$ cat src/rtl/apple.sv
// rtl/apple.sv - apple placement, eat detection and verified free-cell respawn
// A Galois LFSR proposes cells; each candidate must survive one full body scan before it is committed.
module apple #(
  parameter int          GAME_WIDTH    = 30,
  parameter int          GAME_HEIGHT   = 14,
  parameter int          START_APPLE_X = 20,
  parameter int          START_APPLE_Y = 7,
  parameter logic [15:0] LFSR_SEED     = 16'hACE1
) (
  input  logic       clk,
  input  logic       rst_n,
  input  logic       i_tick_interval,
  input  logic [4:0] i_head_x,
  input  logic [3:0] i_head_y,
  input  logic [4:0] i_pos_x,
  input  logic [3:0] i_pos_y,
  input  logic       i_pos_first,
  input  logic       i_pos_last,
  input  logic       i_pos_valid,
  input  logic       i_success,
  output logic       o_eat,
  output logic [4:0] o_apple_x,
  output logic [3:0] o_apple_y,
  output logic       o_apple_valid,
  output logic       o_busy
);

  typedef enum logic [1:0] {IDLE, PICK, WAIT_FIRST, CHECK} state_t;

  localparam logic [4:0] MAX_X = 5'(GAME_WIDTH);
  localparam logic [3:0] MAX_Y = 4'(GAME_HEIGHT);

  state_t      state, state_nx;
  logic [15:0] lfsr, lfsr_nx;
  logic [4:0]  cand_x, cand_x_nx, apple_x_nx;
  logic [3:0]  cand_y, cand_y_nx, apple_y_nx;
  logic        hit, hit_nx, eat_nx, apple_valid_nx;
  logic [4:0]  cx;
  logic [3:0]  cy;
  logic        cand_ok, pos_match, head_on_apple, scan_hit;

  assign lfsr_nx       = {1'b0, lfsr[15:1]} ^ (lfsr[0] ? 16'hB400 : 16'h0000);
  assign cx            = lfsr[4:0];
  assign cy            = lfsr[11:8];
  assign cand_ok       = (cx != 5'd0) && (cx <= MAX_X) && (cy != 4'd0) && (cy <= MAX_Y);
  assign pos_match     = (i_pos_x == cand_x) && (i_pos_y == cand_y);
  assign head_on_apple = (i_head_x == o_apple_x) && (i_head_y == o_apple_y);

  always_ff @(posedge clk) begin
    if (!rst_n) begin
      state <= IDLE;
    end else begin
      state <= state_nx;
    end
  end

  always_comb begin
    state_nx       = state;
    hit_nx         = hit;
    cand_x_nx      = cand_x;
    cand_y_nx      = cand_y;
    apple_x_nx     = o_apple_x;
    apple_y_nx     = o_apple_y;
    apple_valid_nx = o_apple_valid;
    eat_nx         = 1'b0;
    scan_hit       = 1'b0;
    case (state)
      IDLE: begin
        if (i_pos_valid && i_pos_first && i_tick_interval && o_apple_valid && head_on_apple) begin
          eat_nx         = 1'b1;
          apple_valid_nx = 1'b0;
          state_nx       = PICK;
        end
      end
      default: begin
        if (i_success) begin
          // Full-length snake: no free cell left to offer, park with no apple.
          apple_valid_nx = 1'b0;
          hit_nx         = 1'b0;
          state_nx       = IDLE;
        end else if (state == PICK) begin
          if (cand_ok) begin
            cand_x_nx = cx;
            cand_y_nx = cy;
            hit_nx    = 1'b0;
            state_nx  = WAIT_FIRST;
          end
        end else if (i_pos_valid && (i_pos_first || state == CHECK)) begin
          // A head element always restarts the scan, discarding earlier hits.
          scan_hit = (i_pos_first ? 1'b0 : hit) | pos_match;
          if (i_pos_last) begin
            hit_nx = 1'b0;
            if (scan_hit) begin
              state_nx = PICK;
            end else begin
              apple_x_nx     = cand_x;
              apple_y_nx     = cand_y;
              apple_valid_nx = 1'b1;
              state_nx       = IDLE;
            end
          end else begin
            hit_nx   = scan_hit;
            state_nx = CHECK;
          end
        end
      end
    endcase
  end

  always_ff @(posedge clk) begin
    if (!rst_n) begin
      lfsr          <= LFSR_SEED;
      hit           <= 1'b0;
      cand_x        <= 5'd0;
      cand_y        <= 4'd0;
      o_eat         <= 1'b0;
      o_apple_x     <= 5'(START_APPLE_X);
      o_apple_y     <= 4'(START_APPLE_Y);
      o_apple_valid <= 1'b1;
      o_busy        <= 1'b0;
    end else begin
      lfsr          <= lfsr_nx;
      hit           <= hit_nx;
      cand_x        <= cand_x_nx;
      cand_y        <= cand_y_nx;
      o_eat         <= eat_nx;
      o_apple_x     <= apple_x_nx;
      o_apple_y     <= apple_y_nx;
      o_apple_valid <= apple_valid_nx;
      o_busy        <= (state_nx != IDLE);
    end
  end

endmodule
$ cat config.mk
export PLATFORM = sky130hd
export DESIGN_NAME = apple
export DESIGN_NICKNAME = d
export VERILOG_FILES = /design/src/rtl/apple.sv
export SDC_FILE = /design/constraint.sdc
export NUM_CORES = 1
export LEC_CHECK = 0
export ABC_AREA = 0
export CAP_MARGIN = 25
export CORE_AREA = 2 2 51 88
export CTS_CLUSTER_DIAMETER = 200
export DETAILED_ROUTE_END_ITERATION = 8
export DIE_AREA = 0 0 53 90
export PLACE_DENSITY_LB_ADDON = 0.1
export SYNTH_ARGS = -nofsm -noshare
export SYNTH_HDL_FRONTEND = slang
export SYNTH_SLANG_ARGS = --single-unit
$ cat constraint.sdc
create_clock -name clk -period 1.7 [get_ports clk]
set_clock_uncertainty 0.15 [all_clocks]
set_input_delay 0.51 -clock clk [delete_from_list [all_inputs] [get_ports clk]]
set_output_delay 0.51 -clock clk [all_outputs]
set_load 0.01 [all_outputs]
==> flow_summary.json, run 1 <==
{
  "syn_to_final_growth_pct": 49.5,
  "antenna_found_initial": 0,
  "fin_area_um2": 2650,
  "worst_pin_slew_ps": 300,
  "place_ws_ps": -576,
  "tritoncts": "built",
  "postPlaceCellArea_um2": 2390,
  "grt_overflow": 0,
  "arrival_ps": 1880,
  "ff2ff_path_depth": 6,
  "avgSynthCellArea_um2": 9.42,
  "grt_usage_pct": 20.2,
  "hold_path.class": "flip-flop to flip-flop",
  "power_density_nw_per_um2": 743,
  "cts_buffers": 5,
  "worst_slack_ps": -85.3,
  "dieHeight_um": 90,
  "grt_pass1_vias": 1594,
  "synth_edf_count": 0,
  "r2r_start": "lfsr[0]",
  "grt_pass1_wl_um": 7180,
  "vias": 1547,
  "layout.cells.non_filler": 309,
  "drv_slew": 0,
  "min-delay-start": "lfsr[12]",
  "clockBufferDepth": 2,
  "synth_top_area_cell": "dfxtp_1",
  "p_leak_nw": 1.10,
  "max-slew-margin-rel_pct": 79.8,
  "clk_latency_ps": 300,
  "initial_core_util_pct": 43.5,
  "cp-start-kind": "flip-flop",
  "hold_ws_ps": 270,
  "die_w_um": 53,
  "hold_violations": 0,
  "cts_root_buffer": "clkbuf_8",
  "yosysUniqueCellTypes": 39,
  "wl_per_cell_um": 14.4,
  "min_to": "lfsr[11]",
  "synth_ff_type": "dfxtp_1",
  "crit_path_max_fanout": 4,
  "synth_top_area_share_pct": 45.2,
  "max-cap-violations": 0,
  "dp_hpwl_um": 3230,
  "synth.area.top_cells": "dfxtp_1 (45%), xnor2_1 (5.4%), xor2_1 (4.9%)",
  "drive_gt1_share_pct": 31.2,
  "synth.cell_area_um2": 1770,
  "portBuffers": 36,
  "clock.fmax_mhz": 560,
  "coreArea_um2": 4070,
  "r2r_end": "o_busy",
  "r2r_setup_slack_ps": -90,
  "final_util_pct": 65.0,
  "place.gp.congestion": 0.828,
  "period_minus_slack_ps": 1790,
  "final_antenna_net_count": 0,
  "grt_start_max_net_pins": 27,
  "synth_fp_nets": 213,
  "outcome": "finished with violations",
  "synth_seq_cells": 40,
  "power_mw": 1.97,
  "setup_tns_ps": -521,
  "finalCritPeriodShare_pct": 105,
  "ys_warn_count": 0,
  "fin_nets": 284,
  "end_kind": "flip-flop",
  "viasPerCell": 5.01,
  "seq_area_frac_synth_pct": 45.2,
  "die_area_um2": 4770,
  "dp_cells": 295,
  "crit_type": "flip-flop to flip-flop",
  "clk_pin_slew_worst_paths_ps": 80,
  "finalSetupViolCount": 14,
  "h-tree-depth": 2,
  "ys_async_sr_fraction_pct": 0,
  "antenna_cells": 0,
  "drc_errors": 0,
  "synth_cells": 188,
  "violations": "setup timing",
  "initialDrtViolationCount": 24,
  "rsz0062_at_grt": "true",
  "wirelength_um": 4440,
  "vdd_ir_drop_max_mv": 0.621,
  "yosys.cell_count.top_type": "dfxtp_1",
  "whs_path_depth": 1,
  "ys_top_cells_by_count": "dfxtp_1 (40), nand2_1 (23), and2_1 (11), nor2_1 (11), xnor2_1 (11)",
  "cp_data_required_time_ps": 1800,
  "clock_sinks": 40,
  "cts_hold_buf": 0,
  "num_rows": 31,
  "io_pins": 37,
  "drtPass1Iterations": 4
}
## per-layer routing
layer / wire length (µm) / share of wire (%) / track usage [%]
met4: 51 / 1.1 / 6.41
met1: 1690 / 38 / 21.0
met5: 0 / 0 / 0
met3: 138 / 3.1 / 4.15
met2: 2560 / 58 / 37.7
## power by group
part           switching, mW  internal [mW]  total, mW
Sequential            0.0113          0.961      0.972
Clock                  0.347          0.434      0.781
Combinational         0.0939          0.118      0.212
Total                  0.452           1.51       1.97
## worst max-delay path by stage
stage,start,end
finish,lfsr[0],o_busy
global route,lfsr[0],o_busy
CTS,lfsr[0],o_busy
detailed placement,i_pos_first,o_apple_valid
global placement,i_pos_x[3],o_apple_valid
floorplan,i_pos_x[3],o_apple_valid
## registers in the layout (all words and copies together), names as in the netlist
name           count
o_eat              1
state              2
o_busy             1
o_apple_valid      1
o_apple_y          4
hit                1
lfsr              16
cand_y             4
o_apple_x          5
cand_x             5
## layout by cell type, fill, tap and decap left out, drive strengths merged, types with 7 or more instances in the layout
cell	Yosys	final
a21boi	9	9
and2	11	11
buf	3	37
clkbuf	6	7
dfxtp	40	40
dlygate4sd2	0	28
nand2	23	23
nand2b	10	10
nor2	11	12
o21ai	12	12
xnor2	11	11
xor2	10	10
## kinds of logic after synthesis
logic type,Yosys count,share of synthesized area [%]
and+or+nand+nor,72,21.3
DFF,40,45.2
AOI/OAI and AO/OA,39,15.8
xor gates and xnor gates,21,10.4
buffers and inverters,10,3.18
muxes,6,4.10
## critical path: stages (launching register included)
cell and delay (ps):
dfxtp_2 320, or4_4 540, mux2i_4 250, buf_6 140, o211ai_1 80, o211a_1 170, nand2_1 80
## final cells by class
cell class	count	area (µm²)
clock inverters	3	42.5
flip-flops and latches	40	811
well taps	49	61.3
inverters	1	3.75
fillers	377	1430
clock buffers	5	68.8
multi-input cells	139	1060
repair buffers	72	604
## repair_timing
item / in CTS / in global routing
endpoints found under the setup margin: 36 / 23
setup buffers: 4 / 2
cloned: 1 / 1
pin swaps: 22 / 13
gates resized for setup: 76 / 15
(Power assumes the default switching activity.)
==> run 2, diff against run 1 <==
--- a/config.mk
+++ b/config.mk
@@ -7,11 +7,13 @@
 export LEC_CHECK = 0
 export ABC_AREA = 0
 export CAP_MARGIN = 25
-export CORE_AREA = 2 2 51 88
+export CORE_AREA = 2 2 61 74
 export CTS_CLUSTER_DIAMETER = 200
 export DETAILED_ROUTE_END_ITERATION = 8
-export DIE_AREA = 0 0 53 90
+export DIE_AREA = 0 0 63 76
+export MAX_ROUTING_LAYER = met4
 export PLACE_DENSITY_LB_ADDON = 0.1
+export SKIP_CTS_REPAIR_TIMING = 1
 export SYNTH_ARGS = -nofsm -noshare
 export SYNTH_HDL_FRONTEND = slang
 export SYNTH_SLANG_ARGS = --single-unit
==> flow_summary.json, run 2 (synthesized netlist as in run 1, its figures left out) <==
{
  "tritoncts": "built",
  "grt_overflow": 0,
  "drv_slew": 0,
  "viasPerCell": 5.18,
  "grt_pass1_wl_um": 7140,
  "max-slew-margin-rel_pct": 75.5,
  "whs_path_depth": 1,
  "hold_ws_ps": 265,
  "drc_errors": 0,
  "num_rows": 26,
  "min-delay-start": "lfsr[12]",
  "crit_path_start": "cand_y[0]",
  "place_ws_ps": -608,
  "coreArea_um2": 4130,
  "power_frac_seq_pct": 49.4,
  "largest_register_ff_count": 16,
  "wl_per_cell_um": 15.7,
  "arrival_ps": 1850,
  "max_stage_delay_ps": 410,
  "largest_register": "lfsr",
  "io_pins": 37,
  "cp-start-kind": "flip-flop",
  "final_common_cell": "buf_4",
  "vdd_ir_drop_max_mv": 0.657,
  "crit_path_max_fanout": 5,
  "cp_data_required_time_ps": 1730,
  "sw_frac_of_total_pct": 22.5,
  "drtPass1Iterations": 4,
  "p_sw_uw": 444,
  "final_util_pct": 70.9,
  "clk_pin_slew_worst_paths_ps": 80,
  "ff2ff_path_depth": 6,
  "worstPathCellList": "xor2_2, nor4_4, a31oi_4, buf_6, mux2i_1, nand2_1",
  "reg_top3": "lfsr x16, cand_x x5, o_apple_x x5",
  "cp_slowest_cell": "nor4_4",
  "final_cell_mix": "buf_4 (35), dlymetal6s2s_1 (34), dfxtp_1 (33), nand2_1 (14)",
  "fin_nets": 291,
  "power_density_nw_per_um2": 674,
  "clock.fmax_mhz": 550,
  "finalSetupViolCount": 23,
  "hold_violations": 0,
  "dieHeight_um": 76,
  "comb_power_share_pct": 11.7,
  "clk_latency_ps": 290,
  "p_int_mw": 1.53,
  "die_area_um2": 4790,
  "wirelength_um": 5080,
  "final_antenna_net_count": 0,
  "clock_sinks": 40,
  "syn_to_final_growth_pct": 65.4,
  "grt_usage_pct": 19.2,
  "r2r_start": "cand_y[0]",
  "dp_hpwl_um": 3300,
  "max-cap-violations": 0,
  "antenna_found_initial": 0,
  "grt_start_max_net_pins": 26,
  "initialDrtViolationCount": 85,
  "grt_pass1_vias": 1574,
  "crit_type": "flip-flop to flip-flop",
  "initial_core_util_pct": 42.9,
  "end_kind": "flip-flop",
  "portBuffers": 36,
  "violations": "setup timing",
  "die_w_um": 63,
  "antenna_cells": 0,
  "postPlaceCellArea_um2": 2410,
  "drive_gt1_share_pct": 38.2,
  "h-tree-depth": 2,
  "worst_pin_slew_ps": 365,
  "fin_area_um2": 2930,
  "cts_root_buffer": "clkbuf_8",
  "finalCritPeriodShare_pct": 107,
  "setup_tns_ps": -1570,
  "vias": 1673,
  "place.gp.congestion": 0.823,
  "clockBufferDepth": 2,
  "outcome": "finished with violations",
  "p_clk_share_pct": 38.9,
  "worst_slack_ps": -119,
  "period_minus_slack_ps": 1820,
  "cts_buffers": 5,
  "p_leak_nw": 1.45,
  "hold_path.class": "flip-flop to flip-flop",
  "rsz0062_at_grt": "true"
}
[run 2: cell count changes in the layout (fill, tap and decap cells not counted), moves of 4 or more]
cell | previous run | this run
buf_4 | 30 | 35
dlygate4sd2_1 | 28 | 0
dlymetal6s2s_1 | 0 | 34
nand2_1 | 23 | 14
nand2_2 | 0 | 6
o21ai_0 | 1 | 5
[run 2: worst max-delay path, delay by kind of cell (launching register included)]
| kind | cells | cell delay [ps] |
|---|---|---|
| muxes | 1 | 200 |
| and+or+nand+nor | 2 | 490 |
| xor gates and xnor gates | 1 | 190 |
| buffers and inverters | 1 | 170 |
| AOI/OAI and AO/OA | 1 | 170 |
| DFF | 1 | 350 |
[run 2: cell type report]
cell class | instances | area, µm²
Fill cell | 319 | 1200
Multi-Input combinational cell | 138 | 1130
Sequential cell | 40 | 812
Timing Repair Buffer | 80 | 805
Tap cell | 56 | 70.1
Clock buffer | 5 | 68.8
Clock inverter | 3 | 42.5
Inverter | 1 | 3.75
[run 2: routing by layer]
metal / global-route usage (%) / vias to the layer above / share of wire, %
li1: - / 805 / -
met1: 21.5 / 801 / 37
met2: 33.1 / 53 / 57
met3: 5.32 / 14 / 4.0
met4: 5.33 / 0 / 1.5
met5: - / - / 0
[run 2: power by group through the flow]
stage | logic [mW] | clock network [mW] | registers [mW]
after floorplan | 0.0871 | 0 | 0.996
after global placement | 0.199 | 0 | 0.996
after detailed placement | 0.203 | 0 | 0.996
after CTS | 0.205 | 0.783 | 0.974
after global routing | 0.249 | 0.825 | 0.976
final | 0.231 | 0.768 | 0.974
[run 2: path summary, 6_finish.rpt]
check / to / slack [ps]
worst max register to register: o_apple_y[1] / -120
worst max-delay path: o_apple_y[1] / -120
worst min register to register: lfsr[11] / 270
worst min-delay path: lfsr[11] / 270
[run 2: per-stage QoR]
step                      cells  total power [mW]
final                       323              1.97
after global routing        323              2.05
after CTS                   312              1.96
after detailed placement    304              1.20
after global placement      304              1.19
after floorplan             188              1.08
==> run 3, diff against run 2 <==
--- a/config.mk
+++ b/config.mk
@@ -7,10 +7,10 @@
 export LEC_CHECK = 0
 export ABC_AREA = 0
 export CAP_MARGIN = 25
-export CORE_AREA = 2 2 61 74
+export CORE_AREA = 8 8 67 80
 export CTS_CLUSTER_DIAMETER = 200
 export DETAILED_ROUTE_END_ITERATION = 8
-export DIE_AREA = 0 0 63 76
+export DIE_AREA = 0 0 75 88
 export MAX_ROUTING_LAYER = met4
 export PLACE_DENSITY_LB_ADDON = 0.1
 export SKIP_CTS_REPAIR_TIMING = 1
==> flow_summary.json, run 3 (synthesized netlist as in run 1, its figures left out) <==
{
  "outcome": "finished with violations",
  "violations": "setup timing",
  "largest_register_ff_count": 16,
  "hold_path.class": "flip-flop to flip-flop",
  "reg_top3": "lfsr x16, cand_x x5, o_apple_x x5",
  "antenna_cells": 0,
  "syn_to_final_growth_pct": 62.0,
  "finalCritPeriodShare_pct": 108,
  "final_cell_mix": "dfxtp_1 (33), buf_4 (29), dlymetal6s2s_1 (28), nand2_1 (14)",
  "layout.cells.non_filler": 318,
  "hold_ws_ps": 263,
  "fin_nets": 286,
  "grt_start_max_net_pins": 44,
  "period_minus_slack_ps": 1840,
  "drc_errors": 0,
  "grt_usage_pct": 14.7,
  "clockBufferDepth": 2,
  "num_rows": 26,
  "largest_register": "lfsr",
  "die_w_um": 75,
  "power_frac_seq_pct": 51.9,
  "drive_gt1_share_pct": 37.8,
  "cp_data_required_time_ps": 1730,
  "h-tree-depth": 2,
  "max-cap-violations": 0,
  "worstPathCellList": "or4_4, mux2i_4, buf_6, nor2_4, buf_6, nand2_2, a21boi_1",
  "grt_overflow": 0,
  "p_sw_uw": 449,
  "die_area_um2": 6600,
  "finalSetupViolCount": 18,
  "arrival_ps": 1860,
  "clk_pin_slew_worst_paths_ps": 80,
  "antenna_found_initial": 0,
  "comb_power_share_pct": 12.4,
  "max_stage_delay_ps": 530,
  "portBuffers": 36,
  "p_clk_share_pct": 35.7,
  "fillers": 335,
  "cts_root_buffer": "clkbuf_8",
  "crit_type": "flip-flop to flip-flop",
  "vias": 1608,
  "worst_pin_slew_ps": 329,
  "setup_tns_ps": -1250,
  "final_common_cell": "dfxtp_1",
  "rsz0062_at_grt": "true",
  "place.gp.congestion": 0.887,
  "clk_latency_ps": 290,
  "multi_input_area_um2": 1130,
  "viasPerCell": 5.06,
  "grt_pass1_vias": 1574,
  "end_kind": "flip-flop",
  "power_density_nw_per_um2": 654,
  "place_ws_ps": -642,
  "tritoncts": "built",
  "cts_buffers": 5,
  "clock_sinks": 40,
  "cp_top_family": "simple AND/OR/NAND/NOR gates",
  "io_pins": 37,
  "drv_slew": 0,
  "dp_hpwl_um": 3510,
  "sw_frac_of_total_pct": 23.9,
  "drtPass1Iterations": 4,
  "initialDrtViolationCount": 93,
  "clock.fmax_mhz": 545,
  "wl_per_cell_um": 15.7,
  "path_buf_inv": 2,
  "coreArea_um2": 4130,
  "cp-start-kind": "flip-flop",
  "crit_top_cell": "buf_6",
  "max-slew-margin-rel_pct": 77.9,
  "initial_core_util_pct": 42.9,
  "crit_path_max_fanout": 5,
  "hold_violations": 0,
  "vdd_ir_drop_max_mv": 0.624,
  "cp_slowest_cell": "or4_4",
  "p_leak_nw": 1.40,
  "dieHeight_um": 88,
  "p_int_mw": 1.43,
  "power_mw": 1.88,
  "worst_slack_ps": -136,
  "wirelength_um": 4980,
  "final_antenna_net_count": 0,
  "seq_area_um2": 812,
  "dp_cells": 302,
  "grt_pass1_wl_um": 7300
}
-- run 3: cell types whose count changed in the layout (fill, tap and decap cells not counted), sizes merged --
cell and delta:
buf -5, bufinv -1, clkbuf +2, clkdlybuf4s50 +5
clkinvlp -1, dlymetal6s2s -6, inv +1
-- run 3: final timing paths --
| kind | startpoint | end | slack (ps) | depth (start not counted) |
|---|---|---|---|---|
| worst max-delay path | lfsr[4] | cand_y[1] | -140 | 7 |
| worst max register to register | lfsr[4] | cand_y[1] | -140 | 7 |
| worst min register to register | lfsr[12] | lfsr[11] | 260 | 1 |
| worst min-delay path | lfsr[12] | lfsr[11] | 260 | 1 |
-- run 3: power groups by stage --
stage / clock [mW] / sequential (mW) / combinational [mW]
after floorplan: 0 / 0.996 / 0.0871
after CTS: 0.689 / 0.974 / 0.203
after global placement: 0 / 0.996 / 0.197
after global routing: 0.722 / 0.976 / 0.251
after detailed placement: 0 / 0.997 / 0.201
final: 0.669 / 0.973 / 0.233
-- run 3: metal layers --
layer / GRT usage (%) / routed length [µm]
met1: 15.4 / 1990
met2: 25.8 / 2700
met3: 3.44 / 228
met4: 5.36 / 65
met5: - / 0
-- run 3: through the flow --
step,area [µm²],utilization [%]
global placement,2400,58.0
detailed placement,2400,58.0
floorplan,1790,-
finish,2870,69.4
CTS,2490,60.3
global route,2870,69.4
-- run 3: layout make-up --
cell class                      count  area share, %
Sequential cell                    40           28.3
Tap cell                           56           2.44
Inverter                            1          0.131
Multi-Input combinational cell    138           39.6
Clock inverter                      2          0.480
Timing Repair Buffer               75           26.2
Clock buffer                        6           2.88
